`config.mk`:
```
export PLATFORM = sky130hd
export DESIGN_NAME = tl_conflict_monitor
export DESIGN_NICKNAME = d
export VERILOG_FILES = /design/src/rtl/tl_conflict_monitor.sv
export SDC_FILE = /design/constraint.sdc
export NUM_CORES = 1
export LEC_CHECK = 0
export CAP_MARGIN = 20
export CORE_UTILIZATION = 55
export DETAILED_ROUTE_END_ITERATION = 6
export GPL_ROUTABILITY_DRIVEN = 0
export PLACE_DENSITY = 0.8
export SLEW_MARGIN = 20
export SYNTH_ARGS = -nofsm -noshare
export SYNTH_HDL_FRONTEND = slang
export SYNTH_SLANG_ARGS = --single-unit
```
`constraint.sdc`:
```
create_clock -name clk -period 5.7 [get_ports clk]
set_clock_uncertainty 0.2 [all_clocks]
set_input_delay 1.14 -clock clk [delete_from_list [all_inputs] [get_ports clk]]
set_output_delay 1.14 -clock clk [all_outputs]
set_load 0.01 [all_outputs]
```
`src/rtl/tl_conflict_monitor.sv`:
```
// Traffic-light lamp safety monitor: registers lamp commands to the output stage (1-cycle latency),
// forces red flash on conflicts or short yellows until acknowledged. TL_MON_FAULT_COUNT_EN adds FCOUNT.
module tl_conflict_monitor #(
  parameter int MIN_YLW    = 3,
  parameter int DEBOUNCE   = 2,
  parameter int BLINK_HALF = 4
) (
  input  logic       clk,
  input  logic       CLRN,
  input  logic       GRN1,
  input  logic       YLW1,
  input  logic       RED1,
  input  logic       GRN2,
  input  logic       YLW2,
  input  logic       RED2,
  input  logic       ACK,
  output logic       OG1,
  output logic       OY1,
  output logic       OR1,
  output logic       OG2,
  output logic       OY2,
  output logic       OR2,
  output logic       FAULT,
  output logic [2:0] FCODE,
  output logic       FLASH
`ifdef TL_MON_FAULT_COUNT_EN
  ,
  output logic [7:0] FCOUNT
`endif
);

  localparam logic [3:0] MIN_YLW_C  = 4'(MIN_YLW);
  localparam logic [3:0] DEB_C      = 4'(DEBOUNCE);
  localparam logic [7:0] BLINK_LAST = 8'(BLINK_HALF - 1);
  localparam logic [5:0] LAMPS_SAFE = 6'b001_001;

  typedef enum logic {S_NORMAL, S_FAULT} state_t;

  state_t     state_q, state_d;
  logic [5:0] lamp_q, lamp_d;  // {OG1, OY1, OR1, OG2, OY2, OR2}
  logic [2:0] code_q, code_d;
  logic [3:0] deb_q, deb_d;
  logic [3:0] age1_q, age1_d, age2_q, age2_d;
  logic [7:0] blink_q, blink_d;

  logic [5:0] lamps_in;
  logic [1:0] n1, n2;
  logic       c1, v2, v3, viol, deb_hit, short1, short2, red_d;
  logic [2:0] scode;

  assign lamps_in = {GRN1, YLW1, RED1, GRN2, YLW2, RED2};
  assign n1       = 2'(GRN1) + 2'(YLW1) + 2'(RED1);
  assign n2       = 2'(GRN2) + 2'(YLW2) + 2'(RED2);
  assign c1       = (GRN1 | YLW1) & (GRN2 | YLW2);
  assign v2       = (n1 != 2'd1);
  assign v3       = (n2 != 2'd1);
  assign viol     = c1 | v2 | v3;
  assign scode    = c1 ? 3'd1 : v2 ? 3'd2 : v3 ? 3'd3 : 3'd0;
  assign deb_hit  = viol && (({1'b0, deb_q} + 5'd1) >= {1'b0, DEB_C});

  // A non-zero age means yellow was lit on the previous edge.
  assign short1   = (age1_q != 4'd0) && !YLW1 && (age1_q < MIN_YLW_C);
  assign short2   = (age2_q != 4'd0) && !YLW2 && (age2_q < MIN_YLW_C);

  always_comb begin
    state_d = state_q;
    lamp_d  = lamps_in;
    code_d  = code_q;
    blink_d = blink_q;
    red_d   = lamp_q[3];
    deb_d   = viol ? ((deb_q == DEB_C) ? deb_q : deb_q + 4'd1) : 4'd0;
    age1_d  = YLW1 ? ((age1_q == MIN_YLW_C) ? age1_q : age1_q + 4'd1) : 4'd0;
    age2_d  = YLW2 ? ((age2_q == MIN_YLW_C) ? age2_q : age2_q + 4'd1) : 4'd0;

    case (state_q)
      S_NORMAL: begin
        if (deb_hit || short1 || short2) begin
          state_d = S_FAULT;
          code_d  = deb_hit ? scode : 3'd4;
          lamp_d  = LAMPS_SAFE;
          blink_d = 8'd0;
        end
      end
      default: begin
        if (ACK && !viol) begin
          state_d = S_NORMAL;
          code_d  = 3'd0;
          deb_d   = 4'd0;
        end else begin
          if (blink_q == BLINK_LAST) begin
            blink_d = 8'd0;
            red_d   = ~lamp_q[3];
          end else begin
            blink_d = blink_q + 8'd1;
          end
          lamp_d = {2'b00, red_d, 2'b00, red_d};
        end
      end
    endcase
  end

`ifdef TL_MON_FAULT_COUNT_EN
  logic fault_entry;
  assign fault_entry = (state_q == S_NORMAL) && (state_d == S_FAULT);
`endif

  always_ff @(posedge clk) begin
    if (!CLRN) begin
      state_q <= S_NORMAL;
      lamp_q  <= LAMPS_SAFE;
      code_q  <= 3'd0;
      deb_q   <= 4'd0;
      age1_q  <= 4'd0;
      age2_q  <= 4'd0;
      blink_q <= 8'd0;
`ifdef TL_MON_FAULT_COUNT_EN
      FCOUNT  <= 8'd0;
`endif
    end else begin
      state_q <= state_d;
      lamp_q  <= lamp_d;
      code_q  <= code_d;
      deb_q   <= deb_d;
      age1_q  <= age1_d;
      age2_q  <= age2_d;
      blink_q <= blink_d;
`ifdef TL_MON_FAULT_COUNT_EN
      if (fault_entry && FCOUNT != 8'hFF) FCOUNT <= FCOUNT + 8'd1;
`endif
    end
  end

  assign {OG1, OY1, OR1, OG2, OY2, OR2} = lamp_q;
  assign FAULT = (state_q == S_FAULT);
  assign FLASH = (state_q == S_FAULT);
  assign FCODE = code_q;

endmodule

```
==> flow_metrics.tcl, run 1 <==
set metrics [dict create \
    critPathMaxFanout 14 \
    clk_latency_ns 0.34 \
    num_vias 1247 \
    yosysUniqueCellTypes 40 \
    clk_path_buf_depth 2 \
    grt.total_usage_pct 23.0 \
    synth_top_area_share_pct 39.0 \
    numCtsBuffers 5 \
    ys_ff_latch 30 \
    ys.warnings.count 0 \
    worst_slew_pin_slew_ns 0.506 \
    port_buffers 19 \
    initialDrtViolationCount 22 \
    die-area_um2 3020 \
    post-route-period-util_pct 61.1 \
    grt_pass1_vias 1141 \
    ys_seq_area_share_pct 39.0 \
    routed_via_density 5.57 \
    synth_top_cell_by_area "dfxtp_1" \
    start_util_pct 60.0 \
    cts_sinks 30 \
    die_y_um 54.9 \
    fin_setup_tns_ns 0 \
    path_buf_inv 2 \
    cts_hold_buf 0 \
    routed_wl_um 2920 \
    worstHoldStart "FCODE[1]$_SDFFE_PN0P_" \
    critical-path-max-stage-delay_ns 0.53 \
    r2r_start "deb_q[0]$_SDFF_PN0_" \
    antenna_found_initial 0 \
    hp-class "reg2reg" \
    drc 0 \
    drt-met1-wl_um 1260 \
    whs_path_depth 2 \
    report.final.hold_viol_count 0 \
    drtAntennaViolNets 0 \
    cts_resized 0 \
    dp_hpwl_um 2240 \
    worstSetupPathType "in2reg" \
    antennaDiodeCount 0 \
    drive_above_1_share_pct 8.76 \
    post_drt_wl_per_cell_um 13.0 \
    crit_required_ns 5.76 \
    period_minus_slack_ns 3.48 \
    layout_commonest_cell "dfxtp_1" \
    met2_wirelength_um 1430 \
    rows 18 \
    setup_viol 0 \
    cap_viol_max_count 0 \
    setup_ws_ns 2.22 \
    holdPathEnd "FCODE[1]$_SDFFE_PN0P_" \
    start_kind "input port" \
    place_ws_ns 1.86 \
    clk_transition_reported_paths_ns 0.10 \
    worstPathArrival_ns 3.55 \
    synthTopCellsByArea "dfxtp_1 39%, ha_1 6.5%, nand2_1 4.6%" \
    fmaxAchievable_mhz 287 \
    critPathSlowestCell "clkdlybuf4s50_1" \
    synth_nets 190 \
    path_depth 8 \
    post-cts-setup-buffers 0 \
    io_pins 20 \
    ff2ff_path_depth 6 \
    grt_first_pass_wirelength_um 4700 \
    critical_path.endpoint_type "flip-flop" \
    chipWidth_um 54.9 \
    leakage_nw 0.719 \
    peakVddDrop_uv 292 \
    slew_violations 0 \
    path_cells "clkdlybuf4s50_1 > inv_1 > fa_1 > and4bb_2 > nand3_1 > and3_1 > a41oi_1 > a311oi_1" \
    dr.pass1.iters 4 \
    crit_family "simple AND/OR/NAND/NOR gates" \
    rsz0062_at_grt "false" \
    netlist_area_um2 1540 \
    syn_to_final_growth_pct 17.0 \
    core_region_area_um2 2570 \
    reg2reg_setup_slack_ns 3.58 \
    timing.rr.end "blink_q[4]$_SDFFE_PN0P_" \
    relSlewSlack_pct 66.2 \
    power_density_nw_per_um2 380 \
    grt_max_degree 16 \
    top_layer "met4" \
    final_cell_mix "30 x dfxtp_1, 19 x nand2_1, 19 x clkdlybuf4s50_1, 16 x nor2_1, 14 x inv_1" \
    cts_tree "built" \
    synth_area_per_cell_um2 9.01 \
    h-tree-depth 2 \
    status "finished, final reports clean" \
    cts-root-buf "clkbuf_4" \
    fin_nets 212 \
    netlist_instances 171 \
    dr_wl_met3_um 184 \
    grt.overflow.total 0 \
]
-- layout make-up --
cell class | instances | area (um2)
flip-flops and latches | 30 | 601
clock buffers | 6 | 51.3
fillers | 211 | 766
clock inverters | 2 | 12.5
well taps | 30 | 37.5
repair buffers | 19 | 190
multi-input cells | 123 | 857
inverters | 14 | 52.6
-- per-stage QoR --
stage	total power [mW]	util (%)	std cells	instance area (um2)	hold WS, ns
final	0.684	70.2	224	1800	0.265
after global routing	0.730	70.2	224	1800	0.290
after CTS	0.691	70.2	224	1800	0.267
after detailed placement	0.554	67.7	216	1740	0.254
after global placement	0.539	67.7	216	1740	0.247
after floorplan	0.480	-	171	1540	0.249
-- power by group --
part | switching (mW) | total, mW | internal, mW
registers | 0.0281 | 0.272 | 0.244
logic | 0.137 | 0.275 | 0.138
clock network | 0.0771 | 0.136 | 0.0592
total | 0.243 | 0.684 | 0.441
-- state kept, by name (all words and copies together), names as in the netlist --
name	cells
age2_q	4
age1_q	4
deb_q	4
lamp_q	6
FAULT	1
FCODE	3
blink_q	8
-- how the worst max path moves through the flow --
stage                     start                       to  slack, ns
after floorplan            GRN2  blink_q[7]$_SDFFE_PN0P_       2.60
after global placement     YLW2  blink_q[6]$_SDFFE_PN0P_       1.95
after detailed placement   YLW2  blink_q[7]$_SDFFE_PN0P_       1.86
after CTS                  YLW2  blink_q[7]$_SDFFE_PN0P_       2.23
after global routing       YLW2  blink_q[7]$_SDFFE_PN0P_       2.08
final                      YLW2  blink_q[6]$_SDFFE_PN0P_       2.22
-- layer usage --
metal  global-route usage [%]  vias to the layer above
met4                     8.75                        0
li1                         -                      630
met1                     24.5                      582
met2                     40.0                       29
met5                        0                        -
met3                     9.84                        6
-- Yosys cell counts (all sizes together) --
library cell,count
and3,5
nor4b,1
nand4,1
mux2i,5
xnor2,3
o22ai,1
ha,8
nor3,5
o21ai,4
and2,2
mux2,2
fa,2
o21a,2
o32a,1
a21oi,7
nor3b,1
a41oi,2
dfxtp,30
nand3,7
nor2,16
nor2b,1
nand2,20
a22o,1
inv,14
and4bb,1
nand2b,7
clkbuf,1
a21boi,1
nand3b,2
a311oi,6
or2,1
buf,3
or2b,1
o211ai,2
xor2,4
o21bai,1
-- kinds of logic after synthesis --
kind of cell	Yosys count	synth area share, %
multiplexers	7	4.71
XOR/XNOR	7	3.98
flip-flops	30	39.0
adder cells (fa/ha/maj)	10	9.10
buffers and inverters	18	5.36
AND/OR/NAND/NOR	71	23.9
AO/OA/AOI/OAI	28	14.0
-- worst register-to-register path, cell delays in order, from the launching register on --
cell      delay (ns)
dfxtp_1         0.38
inv_1           0.08
ha_1            0.31
nor3b_4         0.22
nand2_2         0.10
o32a_4          0.43
a311oi_1        0.30
No activity file was read; power rests on OpenSTA's default activity.
==> inputs of run 2 (changes only) <==
Settings changed: CORE_UTILIZATION 55 to 54, PLACE_DENSITY 0.8 to 0.78.
Clock period 5.7 ns to 3.3 ns, I/O delays scaled along.
==> run 2 against run 1 <==
  * Die area is 1.8% higher
  * Largest power group unchanged
  * Clock power up 71%
  * Via count increased by 2.0%
  * First-iteration DRC count rose by 100%
  * Highest routed layer unchanged
  * Wire length fell by 4.3%
  * Sequential cell count stayed put
  * Hold slack better by 0.0019 ns
  * Worst setup slack worse by 1.9 ns
  * Critical endpoint unchanged
  * Non-clock buffer count grew 2
  * Power is 72% higher
  * Final cell count is 1.3% higher
==> flow_metrics.tcl, run 2 (synthesis results as in run 1) <==
set metrics [dict create \
    dp.cells 219 \
    post_drt_wl_per_cell_um 12.3 \
    report.final.hold_viol_count 0 \
    io_pins 20 \
    routed_via_density 5.60 \
    dr.pass1.iters 4 \
    worstSetupPathType "in2reg" \
    worstPathArrival_ns 3.02 \
    antenna_found_initial 0 \
    hp-class "reg2reg" \
    rsz0062_at_grt "false" \
    cap_viol_max_count 0 \
    core_region_area_um2 2730 \
    layout_commonest_cell "dfxtp_1" \
    grt_first_pass_wirelength_um 4820 \
    place_ws_ns -0.0125 \
    start_util_pct 56.3 \
    post-route-period-util_pct 90.2 \
    critPathMaxFanout 14 \
    cts_resized 0 \
    r2r_start "deb_q[0]$_SDFF_PN0_" \
    chipWidth_um 55.4 \
    worst_slew_pin_slew_ns 0.531 \
    relSlewSlack_pct 64.5 \
    comb_power_share_pct 40.5 \
    die_y_um 55.4 \
    p_int_uw 762 \
    clk_transition_reported_paths_ns 0.10 \
    grt_pass1_vias 1149 \
    post-cts-setup-buffers 0 \
    status "finished, final reports clean" \
    cts_sinks 30 \
    clk_latency_ns 0.33 \
    setup_viol 0 \
    rows 19 \
    worstSetupEndpoint "blink_q[6]$_SDFFE_PN0P_" \
    reg2reg_setup_slack_ns 1.25 \
    die-area_um2 3070 \
    dp_hpwl_um 2120 \
    final_cell_mix "30 x dfxtp_1, 19 x nand2_1, 19 x clkdlybuf4s50_1, 16 x nor2_1, 14 x inv_1" \
    numCtsBuffers 5 \
    fin_setup_tns_ns 0 \
    slew_violations 0 \
    grt.met1_usage_pct 24.1 \
    cts_tree "built" \
    instances_no_fill 227 \
    path_cells "clkdlybuf4s50_1 > inv_1 > fa_1 > and4bb_2 > nand3_1 > and3_1 > a41oi_1 > a311oi_1" \
    cts_hold_buf 0 \
    multi_input_area_um2 857 \
    syn_to_final_growth_pct 18.0 \
    ff2ff_path_depth 6 \
    leakage_nw 0.728 \
    regMostFlops "blink_q" \
    grt_max_degree 16 \
    seqPwrFrac_pct 39.8 \
    drive_above_1_share_pct 9.69 \
    clk_path_buf_depth 2 \
    setup_ws_ns 0.322 \
    fin_nets 214 \
    grt_use_met2_pct 31.7 \
    largest_reg_flops 8 \
    fmaxAchievable_mhz 336 \
    grt_use_met3_pct 7.73 \
    peakVddDrop_uv 414 \
    p_switching_uw 415 \
    p_clk_share_pct 19.7 \
    num_vias 1272 \
    crit_required_ns 3.35 \
    drc 0 \
    initialDrtViolationCount 45 \
    start_kind "input port" \
    num-fill-cells 231 \
    critPathLaunch "GRN2" \
    critical-path-max-stage-delay_ns 0.55 \
    drtAntennaViolNets 0 \
    cts-root-buf "clkbuf_4" \
    critical_path.endpoint_type "flip-flop" \
    critPathSlowestCell "fa_1" \
    seq_area_um2 601 \
    largestRegisters "blink_q: 8 flops, lamp_q: 6 flops" \
    h-tree-depth 2 \
    grt.overflow.total 0 \
    routed_wl_um 2790 \
    busiest_layer "met2" \
    port_buffers 19 \
    swShare_pct 35.3 \
    timing.rr.end "blink_q[6]$_SDFFE_PN0P_" \
    antennaDiodeCount 0 \
    utilization_pct 66.5 \
    power_density_nw_per_um2 647 \
    grt.total_usage_pct 20.0 \
    period_minus_slack_ns 2.98 \
]
## run 2: how the worst min path moves through the flow
stage | start | to | slack, ns | depth (start not counted)
floorplan | blink_q[1]$_SDFFE_PN0P_ | blink_q[1]$_SDFFE_PN0P_ | 0.25 | 2
global placement | FCODE[2]$_SDFFE_PN0P_ | FCODE[2]$_SDFFE_PN0P_ | 0.25 | 2
detailed placement | FCODE[2]$_SDFFE_PN0P_ | FCODE[2]$_SDFFE_PN0P_ | 0.26 | 2
CTS | FCODE[2]$_SDFFE_PN0P_ | FCODE[2]$_SDFFE_PN0P_ | 0.27 | 2
global route | FCODE[2]$_SDFFE_PN0P_ | FCODE[2]$_SDFFE_PN0P_ | 0.28 | 2
finish | FCODE[1]$_SDFFE_PN0P_ | FCODE[1]$_SDFFE_PN0P_ | 0.27 | 2
## run 2: metal layers
layer  vias up  part of all wire (%)
li1        639                     -
met1       592                    47
met2        35                    46
met3         6                   5.5
met4         0                   1.6
met5         -                     0
## run 2: power by group through the flow
stage / logic, mW / registers, mW / clock network, mW
detailed placement: 0.470 / 0.478 / 0
global placement: 0.460 / 0.473 / 0
floorplan: 0.344 / 0.486 / 0
global route: 0.522 / 0.481 / 0.254
CTS: 0.477 / 0.469 / 0.237
finish: 0.476 / 0.469 / 0.232
## run 2: final cells by class
class | count | share of cell area, %
repair buffers | 21 | 11.3
inverters | 14 | 2.89
clock inverters | 2 | 0.688
flip-flops and latches | 30 | 33.0
well taps | 31 | 2.13
clock buffers | 6 | 2.82
multi-input cells | 123 | 47.1
## run 2: metrics by stage
step / hold WS (ns) / cell area (um2) / total power [mW]
detailed placement: 0.260 / 1750 / 0.948
CTS: 0.273 / 1820 / 1.18
finish: 0.267 / 1820 / 1.18
global placement: 0.251 / 1750 / 0.933
floorplan: 0.249 / 1540 / 0.830
global route: 0.284 / 1820 / 1.26
## run 2: critical path, delay by kind of cell
family,cells,cell delay (ns)
adders and majority gates,1,0.55
AOI/OAI and AO/OA,2,0.45
buffers and inverters,2,0.57
and+or+nand+nor,3,0.79
==> inputs of run 3 (changes only) <==
Settings changed: MAX_ROUTING_LAYER set to met4, SKIP_LAST_GASP set to 1.
==> run 3 against run 2 <==
  * Combinational power is essentially flat
  * Final area is the same
  * Hold slack lost 0.00070 ns
  * Final cell count is the same
  * Sequential share of layout area is the same
  * Core utilization is the same
  * Clock-buffer cell count is the same
  * Sequential power is essentially flat
  * Register-to-register slack is essentially flat
  * Critical path type unchanged
  * Largest cell class unchanged
  * Largest power group unchanged
==> flow_metrics.tcl, run 3 (synthesis results as in run 1) <==
set metrics [dict create \
    status "finished, final reports clean" \
    setup_ws_ns 0.330 \
    critical_path.endpoint_type "flip-flop" \
    rows 19 \
    drive_above_1_share_pct 9.69 \
    drtAntennaViolNets 0 \
    port_buffers 19 \
    multi_input_area_um2 857 \
    peakVddDrop_uv 414 \
    whs_path_depth 2 \
    cts-root-buf "clkbuf_4" \
    cts_sinks 30 \
    cts_hold_buf 0 \
    regMostFlops "blink_q" \
    core_region_area_um2 2730 \
    seq_area_um2 601 \
    leakage_nw 0.728 \
    cap_viol_max_count 0 \
    worstPathArrival_ns 3.02 \
    grt_max_degree 16 \
    num-fill-cells 231 \
    clk_path_buf_depth 2 \
    grt_pass1_vias 1150 \
    setup_viol 0 \
    report.final.hold_viol_count 0 \
    layout_commonest_cell "dfxtp_1" \
    holdPathEnd "FCODE[1]$_SDFFE_PN0P_" \
    antennaDiodeCount 0 \
    place_ws_ns -0.0125 \
    initialDrtViolationCount 37 \
    start_kind "input port" \
    die-area_um2 3070 \
    relSlewSlack_pct 64.5 \
    final_cell_mix "30 x dfxtp_1, 19 x nand2_1, 19 x clkdlybuf4s50_1, 16 x nor2_1, 14 x inv_1" \
    dr_wl_met3_um 160 \
    clk_latency_ns 0.34 \
    drc 0 \
    h-tree-depth 2 \
    grt.overflow.total 0 \
    post_drt_wl_per_cell_um 12.4 \
    worstSetupPathType "in2reg" \
    largestRegisters "blink_q: 8 flops, lamp_q: 6 flops" \
    slew_violations 0 \
    period_minus_slack_ns 2.97 \
    drt-met1-wl_um 1310 \
    clk_transition_reported_paths_ns 0.10 \
    fin_nets 214 \
    rsz0062_at_grt "false" \
    post-route-period-util_pct 90.0 \
    grt.total_usage_pct 20.6 \
    design_area_um2 1820 \
    top_layer "met4" \
    chipWidth_um 55.4 \
    routed_wl_um 2810 \
    dr.pass1.iters 4 \
    worst_slew_pin_slew_ns 0.530 \
    crit_required_ns 3.35 \
    worstHoldStart "FCODE[1]$_SDFFE_PN0P_" \
    instances_no_fill 227 \
    numCtsBuffers 5 \
    fin_setup_tns_ns 0 \
    syn_to_final_growth_pct 18.0 \
    antenna_found_initial 0 \
    timing.rr.end "blink_q[6]$_SDFFE_PN0P_" \
    io_pins 20 \
    place_area_um2 1750 \
    r2r_start "deb_q[0]$_SDFF_PN0_" \
    die_y_um 55.4 \
    routed_via_density 5.60 \
    power_density_nw_per_um2 647 \
    fmaxAchievable_mhz 337 \
    dp.cells 219 \
    largest_reg_flops 8 \
    start_util_pct 56.3 \
    met2_wirelength_um 1290 \
    ff2ff_path_depth 6 \
    hp-class "reg2reg" \
    reg2reg_setup_slack_ns 1.25 \
    post-cts-setup-buffers 0 \
    cts_resized 0 \
    cts_tree "built" \
    grt_first_pass_wirelength_um 4820 \
    num_vias 1271 \
    dp_hpwl_um 2120 \
    critPathMaxFanout 14 \
]
run 3: cell counts in the layout (fill, tap and decap cells not counted):
Identical to the previous run, type by type.
run 3: final cells by class:
type | count | share of cell area (%)
well taps | 31 | 2.13
multi-input cells | 123 | 47.1
clock buffers | 6 | 2.82
flip-flops and latches | 30 | 33.0
inverters | 14 | 2.89
repair buffers | 21 | 11.3
clock inverters | 2 | 0.688
run 3: through the flow:
step / hold WS, ns / util, % / power (mW)
detailed placement: 0.260 / 64.2 / 0.948
global route: 0.284 / 66.5 / 1.26
finish: 0.266 / 66.5 / 1.18
CTS: 0.273 / 66.5 / 1.18
floorplan: 0.249 / - / 0.830
global placement: 0.251 / 64.2 / 0.933
run 3: worst max path at each step:
stage / startpoint / endpoint / slack (ns) / cells past startpoint
floorplan: GRN2 / blink_q[7]$_SDFFE_PN0P_ / 0.68 / 8
global placement: GRN2 / blink_q[6]$_SDFFE_PN0P_ / 0.09 / 8
detailed placement: GRN2 / blink_q[6]$_SDFFE_PN0P_ / -0.01 / 8
CTS: GRN2 / blink_q[6]$_SDFFE_PN0P_ / 0.34 / 8
global route: YLW1 / blink_q[6]$_SDFFE_PN0P_ / 0.20 / 8
finish: GRN2 / blink_q[6]$_SDFFE_PN0P_ / 0.33 / 8
run 3: power by group:
part | leakage, nW | switching [mW] | internal, mW
clock | 0.0343 | 0.131 | 0.102
sequential | 0.244 | 0.0469 | 0.421
combinational | 0.449 | 0.237 | 0.238
total | 0.728 | 0.415 | 0.762
run 3: critical path, stage by stage:
cell and delay, ns:
clkdlybuf4s50_1 0.49, inv_1 0.08, fa_1 0.55, and4bb_2 0.26, nand3_1 0.10, and3_1 0.44, a41oi_1 0.18, a311oi_1 0.27
run 3: metal layers:
layer	track usage (%)	vias to the layer above
li1	-	639
met1	24.2	593
met2	31.7	33
met3	7.49	6
met4	8.93	0
met5	-	-
